===== config.mk =====
export PLATFORM = sky130hd
export DESIGN_NAME = mul_seq_ctrl
export DESIGN_NICKNAME = d
export VERILOG_FILES = /design/src/rtl/mul_seq_ctrl.sv
export SDC_FILE = /design/constraint.sdc
export NUM_CORES = 1
export LEC_CHECK = 0
export CAP_MARGIN = 20
export CORE_ASPECT_RATIO = 1.4
export CORE_UTILIZATION = 48
export CTS_CLUSTER_DIAMETER = 80
export DETAILED_ROUTE_END_ITERATION = 6
export HOLD_SLACK_MARGIN = 0.05
export PLACE_DENSITY = 0.83
export SLEW_MARGIN = 20
export SYNTH_ARGS = -nofsm -noshare
export SYNTH_HDL_FRONTEND = slang
export SYNTH_SLANG_ARGS = --single-unit
export TNS_END_PERCENT = 1

===== constraint.sdc =====
create_clock -name clk -period 3.67 [get_ports clk]
set_input_delay 0.734 -clock clk [delete_from_list [all_inputs] [get_ports clk]]
set_output_delay 0.734 -clock clk [all_outputs]
set_load 0.02 [all_outputs]

===== src/rtl/mul_seq_ctrl.sv =====
// Sequential multiplier controller: forms a*b by repeated addition on a shared combinational
// ALU, alternating ADD (accumulate) and DEC (count down) cycles with sticky overflow/error flags.
module mul_seq_ctrl #(
  parameter int unsigned N      = 4,
  parameter logic [3:0]  ADD_OP = 4'b0000,
  parameter logic [3:0]  SUB_OP = 4'b0001
) (
  input  logic         clk,
  input  logic         rst,
  input  logic         start,
  input  logic [N-1:0] a,
  input  logic [N-1:0] b,
  output logic         busy,
  output logic         done,
  output logic [N-1:0] product,
  output logic         ovf,
  output logic         err,
  output logic [N-1:0] alu_a,
  output logic [N-1:0] alu_b,
  output logic [3:0]   alu_op,
  input  logic [N-1:0] alu_out,
  input  logic         alu_of,
  input  logic         alu_zero,
  input  logic         alu_err
);

  typedef enum logic [2:0] {StIdle, StLoad, StAdd, StDec, StDone} state_e;

  state_e       state_q, state_d;
  logic [N-1:0] a_reg_q, a_reg_d;
  logic [N-1:0] cnt_q, cnt_d;
  logic [N-1:0] acc_q, acc_d;
  logic [N-1:0] product_q, product_d;
  logic         ovf_q, ovf_d;
  logic         err_q, err_d;
  logic         busy_q, busy_d;
  logic         done_q, done_d;
  logic [N-1:0] alu_a_q, alu_a_d;
  logic [N-1:0] alu_b_q, alu_b_d;
  logic [3:0]   alu_op_q, alu_op_d;

  always_comb begin
    state_d   = state_q;
    a_reg_d   = a_reg_q;
    cnt_d     = cnt_q;
    acc_d     = acc_q;
    product_d = product_q;
    ovf_d     = ovf_q;
    err_d     = err_q;

    unique case (state_q)
      StIdle: begin
        if (start) begin
          a_reg_d   = a;
          cnt_d     = b;
          acc_d     = '0;
          product_d = '0;
          ovf_d     = 1'b0;
          err_d     = 1'b0;
          state_d   = StLoad;
        end
      end
      StLoad: begin
        state_d = (cnt_q == '0) ? StDone : StAdd;
      end
      StAdd: begin
        if (alu_err) begin
          err_d   = 1'b1;
          state_d = StDone;
        end else begin
          acc_d   = alu_out;
          ovf_d   = ovf_q | alu_of;
          state_d = StDec;
        end
      end
      StDec: begin
        if (alu_err) begin
          err_d   = 1'b1;
          state_d = StDone;
        end else begin
          cnt_d   = alu_out;
          state_d = alu_zero ? StDone : StAdd;
        end
      end
      StDone: begin
        state_d = StIdle;
      end
      default: begin
        state_d = StIdle;
      end
    endcase

    // Result is latched on entry to DONE so it stays put until the next accepted start.
    if (state_d == StDone) begin
      product_d = acc_d;
    end

    // Outputs are registered: decode them from the state being entered.
    busy_d   = (state_d == StAdd) || (state_d == StDec);
    done_d   = (state_d == StDone);
    alu_a_d  = '0;
    alu_b_d  = '0;
    alu_op_d = ADD_OP;
    if (state_d == StAdd) begin
      alu_a_d = acc_d;
      alu_b_d = a_reg_d;
    end else if (state_d == StDec) begin
      alu_a_d  = cnt_d;
      alu_b_d  = N'(1);
      alu_op_d = SUB_OP;
    end
  end

  always_ff @(posedge clk) begin
    if (rst) begin
      state_q   <= StIdle;
      a_reg_q   <= '0;
      cnt_q     <= '0;
      acc_q     <= '0;
      product_q <= '0;
      ovf_q     <= 1'b0;
      err_q     <= 1'b0;
      busy_q    <= 1'b0;
      done_q    <= 1'b0;
      alu_a_q   <= '0;
      alu_b_q   <= '0;
      alu_op_q  <= ADD_OP;
    end else begin
      state_q   <= state_d;
      a_reg_q   <= a_reg_d;
      cnt_q     <= cnt_d;
      acc_q     <= acc_d;
      product_q <= product_d;
      ovf_q     <= ovf_d;
      err_q     <= err_d;
      busy_q    <= busy_d;
      done_q    <= done_d;
      alu_a_q   <= alu_a_d;
      alu_b_q   <= alu_b_d;
      alu_op_q  <= alu_op_d;
    end
  end

  assign busy    = busy_q;
  assign done    = done_q;
  assign product = product_q;
  assign ovf     = ovf_q;
  assign err     = err_q;
  assign alu_a   = alu_a_q;
  assign alu_b   = alu_b_q;
  assign alu_op  = alu_op_q;

endmodule


==> reports/results.tsv <==
stage	metric	value	unit
run_status	status	finished with violations	
run_status	violations	design-rule violations	
finish	area_growth	31.0	%
placement	dp_hpwl	1850	um
floorplanning	start_util	52.6	%
power_and_ir_drop	seqPwrFrac	56.4	%
worst_setup_path	crit_family	compound AO/OA/AOI/OAI gates	
clock_network	cts_buffer_depth	2	
timing	grt_setup_unrepaired	no	
worst_setup_path	cp_num_buf_inv	1	
synthesis	seq_area_frac_synth	54.1	%
synthesis	synth.distinct_cells	30	
floorplanning	die_h	60.8	um
global_routing	antenna_found_initial	0	
detailed_routing	vias	995	
synthesis	synthTopCellsByArea	dfxtp_1 54%, nor2_1 7.3%, a222oi_1 3.4%	
synthesis	avgSynthCellArea	9.96	um2
global_routing	grt_start_max_net_pins	20	
worst_setup_path	critPathKind	input pin to register	
placement	numPortBuffers	34	
timing	relSlewSlack	55.6	%
placement	gp_congestion	0.769	
worst_setup_path	cp-start-kind	input pin	
floorplanning	core.rowCount	20	
worst_setup_path	slowest_delay	540	ps
synthesis	synth_warnings	0	
clock_network	postCtsSetupBuffers	0	
synthesis	async_flop_share	0	%
synthesis	synth-main-ff-cell	dfxtp_1	
detailed_routing	wl_per_cell	13.6	um
clock_network	root_buffer	clkbuf_4	
worst_setup_path	end_kind	register	
clock_network	clkTransAtPathRegs	80	ps
worst_setup_path	crit_chain	clkdlybuf4s50_1, nor4b_2, a31oi_1, a222oi_1, a211oi_1	
detailed_routing	viasPerCell	5.65	
timing	fmax	441	MHz
timing	fin_tns_setup	0	ps
power_and_ir_drop	power_density	424	mW/mm2
clock_network	cts_resized	0	
min_path	hp-class	register to register	
synthesis	ys_seq_elements	32	
global_routing	grt_pass1_vias	841	
power_and_ir_drop	netSwitchingFraction	26.6	%
clock_network	cts.sinks	32	
detailed_routing	drcViolationCount	2	
run	maxCapViolations	0	
global_routing	gr-total-overflow	0	
synthesis	synthDominantCellAreaShare	54.1	%
clock_network	cts-htree-levels	2	
floorplanning	die_area	0.00267	mm2
floorplanning	die_w	44.0	um
clock_network	cts_tree	yes	
timing	skew	11.6	ps
finish	drive_gt1_share	7.14	%
detailed_routing	drt_iter0_markers	40	
detailed_routing	wirelength	2400	um
finish	diodes	0	
floorplanning	ios	38	
worst_setup_path	crit_slowest_cell	nor4b_2	
detailed_routing	ant_nets	0	
timing	worst_slew_pin_slew	664	ps
timing	maxSlewViolCount	0	
timing	finalHoldViolations	0	
global_routing	grt.total_usage	19.5	%
clock_network	clock_latency	330	ps
finish	nets	172	
finish	final_util	68.9	%
worst_setup_path	worstPathMaxFanout	7	
power_and_ir_drop	power_frac_clock	26.9	%
global_routing	grt_pass1_wl	3640	um
synthesis	synth_area	0.00118	mm2
power_and_ir_drop	switching_power	0.175	mW
worst_setup_path	crit_required	3870	ps
floorplanning	core	0.00225	mm2
synthesis	synth_edf_count	0	
timing	period_share	61.8	%
power_and_ir_drop	vdd_drop_max	0.000308	V
synthesis	yosys.area.top_type	dfxtp_1	
clock_network	cts-hold-fix-buffers	0	
power_and_ir_drop	power.leakage	0.610	nW
timing	fin_crit	2270	ps
worst_setup_path	arrival	2460	ps
power_and_ir_drop	internal-power	0.483	mW
synthesis	syn_inst	119	
power_and_ir_drop	combPwrFrac	16.7	%
clock_network	numCtsBuffers	5	
detailed_routing	drt-pass1-iter-count	6	
timing	setup_viol	0	
-- placed cells by master, fill, tap and decap left out --
cell	count
nor2_1	23
a31oi_1	2
clkinv_2	1
nand2b_1	1
clkbuf_1	1
clkdlybuf4s50_1	34
conb_1	3
o2bb2ai_1	4
and3_1	1
nand2_1	2
a21oi_1	3
or2_2	1
clkbuf_4	5
a222oi_1	4
nor2b_1	4
a211oi_1	4
a22oi_1	5
o32ai_2	1
o211ai_1	1
and2b_1	1
o22ai_1	1
buf_4	1
mux2i_1	4
dfxtp_1	32
nor4b_2	1
or2b_1	1
or4_1	1
o211a_1	1
inv_1	6
nor3_1	4
or3_4	1
-- final cells by class --
| cell class | count | area, um2 |
|---|---|---|
| Tap cell | 22 | 27.5 |
| Multi-Input combinational cell | 74 | 468 |
| Timing Repair Buffer | 35 | 348 |
| Fill cell | 171 | 699 |
| Inverter | 6 | 22.5 |
| Clock buffer | 6 | 41.3 |
| Sequential cell | 32 | 641 |
| Clock inverter | 1 | 5.00 |
-- routing by layer --
| layer | part of all wire, % | wire length (um) | up-vias | track usage [%] |
|---|---|---|---|---|
| met5 | 0 | 0 | - | 0 |
| met4 | 2.1 | 50 | 0 | 10.4 |
| met3 | 7.2 | 172 | 8 | 7.44 |
| met2 | 54 | 1290 | 34 | 34.3 |
| met1 | 37 | 886 | 470 | 19.9 |
| li1 | - | - | 483 | - |
-- cell families (layout without fill, tap and decap cells) --
family / Yosys count / after routing / share of synthesized area [%]
AOI/OAI and AO/OA: 26 / 26 / 17.7
buffers and inverters: 15 / 48 / 7.07
DFF: 32 / 32 / 54.1
muxes: 4 / 4 / 3.38
other: 1 / 3 / 0.316
and+or+nand+nor: 41 / 41 / 17.4
-- synth_stat cells (2+ instances only) --
library cell  number
a222oi_1           4
mux2i_1            4
a211oi_1           4
clkbuf_1           2
a31oi_1            2
a21oi_1            3
o2bb2ai_1          4
nor2b_1            4
dfxtp_1           32
buf_4              5
a22oi_1            5
nor2_1            23
nand2_1            2
nor3_1             4
inv_1              6
-- through the flow --
| step | worst slack, ps | instance area [um2] | power, mW | hold slack, ps | cells |
|---|---|---|---|---|---|
| floorplan | 1910 | 1190 | 0.452 | 455 | 121 |
| global placement | 1150 | 1510 | 0.486 | 448 | 169 |
| detailed placement | 1080 | 1510 | 0.489 | 451 | 169 |
| CTS | 1430 | 1550 | 0.662 | 484 | 176 |
| global route | 1330 | 1550 | 0.685 | 491 | 176 |
| finish | 1400 | 1550 | 0.658 | 476 | 176 |
-- worst register-to-register path: cells and delay by family, from the launching register on --
family	cells	cell delay [ps]
AO/OA/AOI/OAI	3	680
AND/OR/NAND/NOR	1	640
flip-flops	1	420
-- flip-flops by register name, summed over array words and instances, names as in the netlist --
| register | flops |
|---|---|
| alu_a | 4 |
| done | 1 |
| cnt_q | 4 |
| acc_q | 4 |
| product | 4 |
| alu_op | 1 |
| a_reg_q | 4 |
| busy | 1 |
| alu_b | 4 |
| ovf | 1 |
| err | 1 |
| state_q | 3 |
-- worst paths after layout --
path,slack [ps],cells past startpoint,startpoint,endpoint
max,1400,5,start,alu_a[1]
min,480,2,err,err
max reg2reg,1800,4,state_q[1],alu_a[1]
min reg2reg,480,2,err,err
-- power by group through the flow --
stage | clock network [mW] | logic, mW | registers [mW]
detailed placement | 0 | 0.110 | 0.379
finish | 0.177 | 0.110 | 0.371
CTS | 0.181 | 0.111 | 0.371
floorplan | 0 | 0.0699 | 0.382
global route | 0.193 | 0.119 | 0.373
global placement | 0 | 0.108 | 0.379
(Power assumes the default switching activity.)
